## src/rtl/seq_normalizer_pkg.sv

```systemverilog
// Shared definitions for the iterative left-normalizer and its companion shifter.
//   state_t  : controller states (IDLE, SHIFT, DONE), 2-bit encoding
//   width_ok : returns 1 when a shift_bits-wide count can hold every shift
//              amount for an N-bit operand (2^shift_bits >= N)
package seq_normalizer_pkg;

  typedef enum logic [1:0] {
    S_IDLE  = 2'd0,
    S_SHIFT = 2'd1,
    S_DONE  = 2'd2
  } state_t;

  function automatic bit width_ok(input int unsigned n, input int unsigned sb);
    longint unsigned span;
    span = longint'(1) << sb;
    return span >= longint'(n);
  endfunction

endpackage

```

## src/rtl/seq_normalizer.sv

```systemverilog
// Iterative left-normalizer: strips leading zeros from an N-bit operand, one
// bit per clock. The shifted-out count and the normalized value together
// reproduce the operand through a right shift.
// Ports:
//   clk         : rising-edge clock
//   rst         : synchronous active-high reset
//   start       : request, sampled only in IDLE
//   in          : operand, latched on the accepted start edge
//   busy        : high in SHIFT and DONE
//   done        : one-cycle pulse, results valid
//   out         : normalized operand (MSB = 1 unless zero = 1)
//   shift_count : leading zeros removed
//   zero        : operand was all zeros
module seq_normalizer
  import seq_normalizer_pkg::*;
#(
  parameter int unsigned N          = 32,
  parameter int unsigned shift_bits = 5
) (
  input  logic                  clk,
  input  logic                  rst,
  input  logic                  start,
  input  logic [N-1:0]          in,
  output logic                  busy,
  output logic                  done,
  output logic [N-1:0]          out,
  output logic [shift_bits-1:0] shift_count,
  output logic                  zero
);

  if (!width_ok(N, shift_bits)) begin : g_width_check
    $error("seq_normalizer: shift_bits too narrow for N");
  end

  state_t                state;
  logic [N-1:0]          work;
  logic [shift_bits-1:0] count;

  always_ff @(posedge clk) begin
    if (rst) begin
      state       <= S_IDLE;
      busy        <= 1'b0;
      done        <= 1'b0;
      zero        <= 1'b0;
      out         <= '0;
      shift_count <= '0;
      work        <= '0;
      count       <= '0;
    end else begin
      done <= 1'b0;
      case (state)
        S_IDLE: begin
          if (start) begin
            work  <= in;
            count <= '0;
            busy  <= 1'b1;
            state <= S_SHIFT;
          end
        end
        S_SHIFT: begin
          if (work == '0) begin
            zero        <= 1'b1;
            out         <= '0;
            shift_count <= '0;
            done        <= 1'b1;
            state       <= S_DONE;
          end else if (work[N-1]) begin
            zero        <= 1'b0;
            out         <= work;
            shift_count <= count;
            done        <= 1'b1;
            state       <= S_DONE;
          end else begin
            // A nonzero operand reaches its MSB after at most N-1 shifts,
            // so count never wraps.
            work  <= {work[N-2:0], 1'b0};
            count <= count + 1'b1;
          end
        end
        S_DONE: begin
          busy  <= 1'b0;
          state <= S_IDLE;
        end
        default: begin
          busy  <= 1'b0;
          state <= S_IDLE;
        end
      endcase
    end
  end

endmodule

```

## config.mk

```make
export PLATFORM = sky130hd
export DESIGN_NAME = seq_normalizer
export DESIGN_NICKNAME = d
export VERILOG_FILES = /design/src/rtl/seq_normalizer_pkg.sv /design/src/rtl/seq_normalizer.sv
export SDC_FILE = /design/constraint.sdc
export NUM_CORES = 1
export LEC_CHECK = 0
export BUFFER_PORTS_ARGS = -buffer_cell sky130_fd_sc_hd__buf_2
export CORE_MARGIN = 2
export CORE_UTILIZATION = 54
export DETAILED_ROUTE_END_ITERATION = 8
export PLACE_DENSITY_LB_ADDON = 0.2
export SLEW_MARGIN = 20
export SYNTH_ARGS = -nofsm -noshare
export SYNTH_HDL_FRONTEND = slang
export SYNTH_SLANG_ARGS = --single-unit
```

## constraint.sdc

```tcl
create_clock -name clk -period 2.4 [get_ports clk]
set_input_delay 0.36 -clock clk [delete_from_list [all_inputs] [get_ports clk]]
set_output_delay 0.36 -clock clk [all_outputs]
set_load 0.01 [all_outputs]
```

---- Word level (Yosys, flattened, before mapping) ----
Cells that the tools add are included.
cells by class
  $add $sub $neg .......................... 1
  eq/ne operators ......................... 5
  multiplexer cells ....................... 22
  bitwise gates (word level) .............. 1
  reduce and logical (&&, ||, !) cells .... 10
operators with widths
  operator                                              count
  2-to-1 mux 32 bit                                     5
  case mux 32 bit (2 select lines)                      1
  logical NOT 32 bit                                    1
  2-to-1 mux 5 bit                                      5
  case mux 5 bit (2 select lines)                       1
  2-to-1 mux 2 bit                                      3
  inequality test 2 bit (second input constant)         3
  AND reduction 2 bit                                   3
  adder 5 x 1 -> 5 bit (second input constant)          1
  2-to-1 mux 1 bit                                      5
  case mux 2 bit (2 select lines)                       1
  AND reduction 4 bit                                   1
  nonzero test 2 bit                                    2
  inequality test 3 bit (second input constant)         1
  AND reduction 3 bit                                   1
  equality test 2 x 1 -> 1 bit (second input constant)  1
  logical NOT 2 bit                                     1
  case mux 1 bit (2 select lines)                       1
  OR reduction 2 bit                                    1
  inverter 1 bit                                        1
storage, ports and cells
  register bits ........................... 79
  bits of input ports ..................... 35
  output and inout bits ................... 40
  word-level logic and storage cells ...... 48

---- Longest topological paths before layout ----
Gate-level depths: netlist of run 1.
  depth in word-level cells ............... 4
  depth in mapped cells ................... 7
  depth with buffers taken out ............ 5

---- Worst setup path before layout of run 1 ----
Ideal clock, no wire load.
  path type ............................... register to register
  from .................................... register work[22]
  to ...................................... register count[0]
  setup time .............................. 121 ps
  arrival ................................. 1667 ps
  data required time ...................... 2279 ps
  setup slack ............................. 613 ps
  cell stages (with the launch flop) ...... 6
  path buffers ............................ 0
  clock period less this slack ............ 1787 ps
  cells stage by stage .................... dfxtp_1 -> nor4_2 -> nand2_1 -> nor4_4 -> or2b_2 -> mux2_2
on the way
  word-level cells in the longest chain between the ends .. 3
ends and longest elaborated chain
  what                                    RTL line              text
  start: declaration                      seq_normalizer.sv:36  logic [N-1:0] work;
  start signal: assignment                seq_normalizer.sv:54  work <= in;
  start signal: assignment                seq_normalizer.sv:76  work <= {work[N-2:0], 1'b0};
  logical NOT 32 bit                      seq_normalizer.sv:61  if (work == '0) begin
  inequality test 2 bit (no source line)  -
  AND reduction 4 bit (no source line)    -
  end signal: assignment                  seq_normalizer.sv:77  count <= count + 1'b1;
  end: declaration                        seq_normalizer.sv:37  logic [shift_bits-1:0] count;
Every way passes these cells.
A chain may end at the register's enable or synchronous reset.

---- Worst setup path in the final report of run 1 ----
  from .................................... register work[11]
  to ...................................... register count[0]
The elaborated chain is that of the path after synthesis.

==> results of run 1 <==
==> layer usage <==
metal	track usage	vias to the layer above
met4	0.114	0
met5	0	-
met1	0.322	1506
li1	-	1644
met2	0.399	137
met3	0.0413	19
==> worst max path at each step <==
stage	startpoint	end	cells after the start	slack, ns
global placement	work[11]$_SDFFE_PP0P_	count[0]$_SDFFE_PP0P_	6	0.50
finish	work[11]$_SDFFE_PP0P_	count[0]$_SDFFE_PP0P_	6	0.43
floorplan	work[22]$_SDFFE_PP0P_	count[0]$_SDFFE_PP0P_	5	0.61
global route	work[11]$_SDFFE_PP0P_	count[0]$_SDFFE_PP0P_	6	0.34
detailed placement	work[11]$_SDFFE_PP0P_	count[0]$_SDFFE_PP0P_	6	0.45
CTS	work[11]$_SDFFE_PP0P_	count[0]$_SDFFE_PP0P_	6	0.44
==> stage by stage <==
step | total power [mW] | cells
CTS | 2.87 | 578
global route | 2.97 | 578
global placement | 1.81 | 563
detailed placement | 1.82 | 563
floorplan | 1.70 | 429
finish | 2.86 | 578
==> worst min-delay path, stage by stage <==
cell     delay [ns]
buf_2          0.09
o21ai_0        0.08
a21oi_1        0.12
==> state kept, by name (all words and copies together) (netlist names) <==
| name | flops |
|---|---|
| done | 1 |
| busy | 1 |
| work | 32 |
| zero | 1 |
| out | 32 |
| state | 2 |
| count | 5 |
| shift_count | 5 |
==> cells in the final DEF (no fill, tap or decap), types with 5 or more instances in the layout <==
| cell type | count |
|---|---|
| a21oi_1 | 5 |
| a222oi_1 | 30 |
| buf_2 | 74 |
| buf_4 | 14 |
| clkbuf_8 | 13 |
| dfxtp_1 | 79 |
| inv_1 | 30 |
| nand2_1 | 91 |
| nand3_1 | 24 |
| nor2_1 | 34 |
| nor4_1 | 6 |
| o21ai_0 | 47 |
| o21ai_2 | 20 |
==> power by group through the flow <==
stage	combinational [mW]	sequential (mW)	clock [mW]
final	0.368	1.43	1.06
after global routing	0.409	1.44	1.12
after CTS	0.367	1.43	1.08
after detailed placement	0.365	1.46	0
after global placement	0.357	1.46	0
after floorplan	0.258	1.45	0
==> layout make-up <==
| cell class | instances | area (µm²) | share of cell area |
|---|---|---|---|
| multi-input combinational | 286 | 1640 | 0.395 |
| sequential | 79 | 1580 | 0.381 |
| clock buffer | 13 | 179 | 0.0431 |
| inverter | 32 | 120 | 0.0290 |
| timing repair buffer | 89 | 495 | 0.119 |
| tap | 77 | 96.3 | 0.0232 |
| clock inverter | 2 | 37.5 | 0.00905 |
==> kinds of logic after synthesis <==
group                    count (synthesis)  synth area share
adder cells (fa/ha/maj)                  1           0.00358
AO/OA/AOI/OAI                          109             0.229
flip-flops                              79             0.452
multiplexers                             3           0.00894
buffers and inverters                   64            0.0830
AND/OR/NAND/NOR                        173             0.223
==> flow_metrics.env, run 1 <==
export IMPL_core_area_um2=6310
export IMPL_routedWlPerCell_um=14.8
export IMPL_mappedNetlistNets=465
export IMPL_path_clk_slew_ns=0.08
export IMPL_hold_start="in[31]"
export IMPL_rrSetupSlack_ns=0.43
export IMPL_yosys_area_top_type="dfxtp_1"
export IMPL_post_route_cell_area_um2=4150
export IMPL_worst_r2r_path_depth=6
export IMPL_avgSynthCellArea_um2=8.15
export IMPL_cts_setup_buffers=0
export IMPL_holdWs_ns=0.342
export IMPL_hold_class="in -> reg"
export IMPL_synth_common_cells="nand2_1 (91), dfxtp_1 (79), o21ai_0 (47)"
export IMPL_clockBufferDepth=2
export IMPL_hold_viol_final=0
export IMPL_yosysSeqAreaShare=0.452
export IMPL_post_route_util=0.657
export IMPL_ys_ff_latch=79
export IMPL_wl_um=8550
export IMPL_yosysWarnings=0
export IMPL_root_buffer="clkbuf_8"
export IMPL_rsz0062_at_grt="false"
export IMPL_worst_skew_pair_late_latency_ns=0.36
export IMPL_cts_sinks=79
export IMPL_setup_slack_ns=0.427
export IMPL_gp_congestion=0.832
export IMPL_arrival_ns=2.22
export IMPL_leakage_nw=1.75
export IMPL_diodes=0
export IMPL_post_route_period_util=0.822
export IMPL_drtAntennaViolNets=0
export IMPL_htreeDepth=3
export IMPL_r2r_end="count[0]$_SDFFE_PP0P_"
export IMPL_ir_drop_v=0.000395
export IMPL_route_met2_wl_um=4020
export IMPL_overflow=0
export IMPL_worst_slew_pin_slew_ns=0.581
export IMPL_grt_pass1_vias=3001
export IMPL_netlist_instances=429
export IMPL_ys_top_cells_by_area="dfxtp_1 (45%), nand2_1 (9.8%), a222oi_1 (8.6%), o21ai_0 (6.7%), o21ai_2 (5.0%)"
export IMPL_finalSetupViolations=0
export IMPL_combPwrFrac=0.129
export IMPL_postSynth_asyncResetShare=0
export IMPL_status="finished, final reports clean"
export IMPL_cap_violations=0
export IMPL_die_area_um2=7140
export IMPL_hold_buffers=0
export IMPL_avgViaCountPerCell=5.72
export IMPL_netlist_area_um2=3500
export IMPL_slew_violations=0
export IMPL_highest_layer="met4"
export IMPL_preCtsSetupSlack_ns=0.451
export IMPL_rows=29
export IMPL_critPathBufInv=1
export IMPL_finalCriticalPeriod_ns=1.97
export IMPL_synth_most_common_cell="nand2_1"
export IMPL_wl_met1_um=3750
export IMPL_post_dp_cell_area_um2=3930
export IMPL_wl_met3_um=567
export IMPL_io_buffers=74
export IMPL_grt_start_max_net_pins=39
export IMPL_max_freq_mhz=507
export IMPL_cts_tree="done"
export IMPL_ios=75
export IMPL_maxSlewHeadroom=0.612
export IMPL_synth_top_area_frac=0.452
export IMPL_intPower_mw=2.10
export IMPL_antenna_found_initial=0
export IMPL_fp_dieH_um=84.5
export IMPL_fin_nets=533
export IMPL_initial_core_util=0.554
export IMPL_drt_iter0_markers=386
export IMPL_slowest_delay_ns=0.35
export IMPL_gr_usage_all_layers=0.246
export IMPL_power_switching_mw=0.760
export IMPL_r2r_start="work[11]$_SDFFE_PP0P_"
export IMPL_fin_tns_setup_ns=0
export IMPL_synth_top_flop_cell="dfxtp_1"
export IMPL_route_vias_total=3306
export IMPL_die_w_um=84.5
export IMPL_holdPathStages=3
export IMPL_grt_pass1_wl_um=14200
export IMPL_cpLargestDelayFamily="simple AND/OR/NAND/NOR gates"
export IMPL_nFillCells=574
export IMPL_synth_edf_count=0
export IMPL_cp_slowest_cell="dfxtp_1"
export IMPL_numCtsBuffers=9
export IMPL_worstSetupStartpointType="flop"
export IMPL_hold_end="work[31]$_SDFFE_PP0P_"
export IMPL_required_ns=2.64
export IMPL_endpoint_kind="flop"
export IMPL_seqPwrFrac=0.500
export IMPL_cp_max_fo=8
export IMPL_firstDrtPassIters=6
export IMPL_crit_type="reg -> reg"
export IMPL_switching_share=0.266
export IMPL_route_detailed_drc=0
export IMPL_power_density_nw_per_um2=689
export IMPL_pwr_share_clk=0.371
export IMPL_area_growth_pct=18.6
export IMPL_drive_gt1_frac=0.275
export IMPL_synth_cell_type_count=36
export IMPL_cts_resized=0
export IMPL_path_cells="nor4_1 -> nand2_1 -> nor4_4 -> buf_4 -> or2b_2 -> mux2_2"
export IMPL_skew_ns=0.00870
export IMPL_dp_hpwl_um=5700
Power figures use the tool's default switching activity.
==> run 2, diff against run 1 <==
--- a/config.mk
+++ b/config.mk
@@ -5,9 +5,10 @@
 export SDC_FILE = /design/constraint.sdc
 export NUM_CORES = 1
 export LEC_CHECK = 0
+export ABC_AREA = 1
 export BUFFER_PORTS_ARGS = -buffer_cell sky130_fd_sc_hd__buf_2
 export CORE_MARGIN = 2
-export CORE_UTILIZATION = 54
+export CORE_UTILIZATION = 49
 export DETAILED_ROUTE_END_ITERATION = 8
 export PLACE_DENSITY_LB_ADDON = 0.2
 export SLEW_MARGIN = 20
==> constraint.sdc (replaced) <==
create_clock -name clk -period 1.8 [get_ports clk]
set_input_delay 0.27 -clock clk [delete_from_list [all_inputs] [get_ports clk]]
set_output_delay 0.27 -clock clk [all_outputs]
set_load 0.01 [all_outputs]
==> flow_metrics.env, run 2 <==
export IMPL_hold_class="in -> reg"
export IMPL_slowest_delay_ns=0.33
export IMPL_most_common_layout_cells="nand2_1 (156), nor2_1 (98), dfxtp_1 (79)"
export IMPL_dp_hpwl_um=6130
export IMPL_synth_edf_count=0
export IMPL_cp_slowest_cell="dfxtp_1"
export IMPL_status="finished, final reports clean"
export IMPL_wl_um=9050
export IMPL_postSynth_asyncResetShare=0
export IMPL_post_route_util=0.595
export IMPL_final_common_cell="nand2_1"
export IMPL_diodes=0
export IMPL_maxSlewHeadroom=0.724
export IMPL_netlist_area_um2=3700
export IMPL_leakage_nw=2.02
export IMPL_area_growth_pct=17.3
export IMPL_arrival_ns=1.95
export IMPL_route_vias_total=3561
export IMPL_dp_cells=696
export IMPL_synth_cell_type_count=27
export IMPL_slew_violations=0
export IMPL_path_clk_slew_ns=0.08
export IMPL_synth_common_cells="nand2_1 (156), nor2_1 (98), dfxtp_1 (79)"
export IMPL_antenna_found_initial=0
export IMPL_cts_tree="done"
export IMPL_ys_ff_latch=79
export IMPL_gr_usage_all_layers=0.222
export IMPL_routedWlPerCell_um=12.7
export IMPL_grt_start_max_net_pins=42
export IMPL_initial_core_util=0.508
export IMPL_yosysWarnings=0
export IMPL_grt_pass1_wl_um=15200
export IMPL_hold_viol_final=0
export IMPL_crit_type="reg -> reg"
export IMPL_fp_dieH_um=90.9
export IMPL_gp_congestion=0.887
export IMPL_finalCriticalPeriod_ns=1.66
export IMPL_mappedNetlistNets=577
export IMPL_synth_top_area_frac=0.427
export IMPL_firstDrtPassIters=5
export IMPL_fin_tns_setup_ns=0
export IMPL_drtAntennaViolNets=0
export IMPL_cpLargestDelayFamily="simple AND/OR/NAND/NOR gates"
export IMPL_synth_most_common_cell="nand2_1"
export IMPL_synth_top_flop_cell="dfxtp_1"
export IMPL_register_area_um2=1580
export IMPL_skew_ns=0.0101
export IMPL_cp_max_fo=14
export IMPL_finalSetupViolations=0
export IMPL_total_power_mw=4.27
export IMPL_io_buffers=74
export IMPL_worst_slew_pin_slew_ns=0.414
export IMPL_rsz0062_at_grt="false"
export IMPL_ios=75
export IMPL_numCtsBuffers=9
export IMPL_htreeDepth=3
export IMPL_rows=31
export IMPL_drt_iter0_markers=160
export IMPL_power_density_nw_per_um2=983
export IMPL_yosysSeqAreaShare=0.427
export IMPL_die_w_um=90.9
export IMPL_max_freq_mhz=601
export IMPL_die_area_um2=8270
export IMPL_required_ns=2.08
export IMPL_ys_top_cells_by_area="dfxtp_1 (43%), nand2_1 (16%), nor2_1 (9.9%), a21oi_1 (5.5%), nand3_1 (4.2%)"
export IMPL_holdWs_ns=0.257
export IMPL_cts_sinks=79
export IMPL_rrSetupSlack_ns=0.14
export IMPL_cap_violations=0
export IMPL_reg_top3="out x32, work x32"
export IMPL_final_cells=713
export IMPL_avgViaCountPerCell=4.99
export IMPL_cts_setup_buffers=0
export IMPL_critPathBufInv=0
export IMPL_avgSynthCellArea_um2=6.84
export IMPL_overflow=0
export IMPL_drive_gt1_frac=0.212
export IMPL_endpoint_kind="flop"
export IMPL_worst_skew_pair_late_latency_ns=0.35
export IMPL_ir_drop_v=0.000503
export IMPL_grt_pass1_vias=3260
export IMPL_cts_resized=0
export IMPL_route_detailed_drc=0
export IMPL_clockBufferDepth=2
export IMPL_yosys_area_top_type="dfxtp_1"
export IMPL_netlist_instances=541
export IMPL_post_route_period_util=0.924
export IMPL_critPathMostFrequentCell="nor2_1"
export IMPL_hold_buffers=0
export IMPL_nFillCells=734
export IMPL_fin_nets=645
export IMPL_root_buffer="clkbuf_8"
export IMPL_path_cells="nor2_1 -> nand2_1 -> nor2_1 -> nand2_1 -> o21ai_2 -> nand2_4 -> nand2_4 -> nor2_1 -> nor2_1"
export IMPL_worstSetupStartpointType="flop"
export IMPL_multi_input_area_um2=1790
export IMPL_core_area_um2=7290
## run 2: final timing paths
kind / startpoint / end / cells past startpoint
max: work[11]$_SDFFE_PP0P_ / work[30]$_SDFFE_PP0P_ / 9
min: in[1] / work[1]$_SDFFE_PP0P_ / 5
max reg2reg: work[11]$_SDFFE_PP0P_ / work[30]$_SDFFE_PP0P_ / 9
min reg2reg: zero$_SDFFE_PP0P_ / zero$_SDFFE_PP0P_ / 2
## run 2: cell families after synthesis
kind of cell    count (synthesis)  synth area share
xor+xnor                        2           0.00473
buf+inv                        72            0.0923
flops                          79             0.427
simple gates                  305             0.351
compound gates                 82             0.121
fa+ha+maj                       1           0.00338
## run 2: stage by stage
stage | area (µm²) | setup slack (ns)
floorplan | 3700 | 0.419
global placement | 4120 | 0.237
detailed placement | 4120 | 0.183
CTS | 4330 | 0.135
global route | 4340 | 0.0142
finish | 4340 | 0.136
## run 2: worst reg2reg max path: stages (launching register included)
cell and delay [ns]:
dfxtp_1 0.33, nor2_1 0.13, nand2_1 0.09, nor2_1 0.19, nand2_1 0.10, o21ai_2 0.18
nand2_4 0.19, nand2_4 0.24, nor2_1 0.06, nor2_1 0.10
## run 2: cell type report
class | instances | share of cell area
Multi-Input combinational cell | 391 | 0.412
Sequential cell | 79 | 0.364
Timing Repair Buffer | 91 | 0.115
Clock buffer | 12 | 0.0357
Inverter | 37 | 0.0320
Tap cell | 99 | 0.0285
Clock inverter | 4 | 0.0124
## run 2: layer usage
layer / wire length, µm / global-route usage / part of all wire / vias to the layer above
met3: 459 / 0.0342 / 0.051 / 10
met4: 89 / 0.0732 / 0.0098 / 0
met2: 4180 / 0.351 / 0.46 / 106
li1: - / - / - / 1846
met1: 4320 / 0.309 / 0.48 / 1599
met5: 0 / 0 / 0 / -
## run 2: report_power, final
group,internal [mW],switching [mW],leakage (nW),total (mW)
clock network,0.720,0.639,0.0988,1.36
registers,1.88,0.113,0.646,1.99
logic,0.335,0.582,1.27,0.917
total,2.94,1.33,2.02,4.27
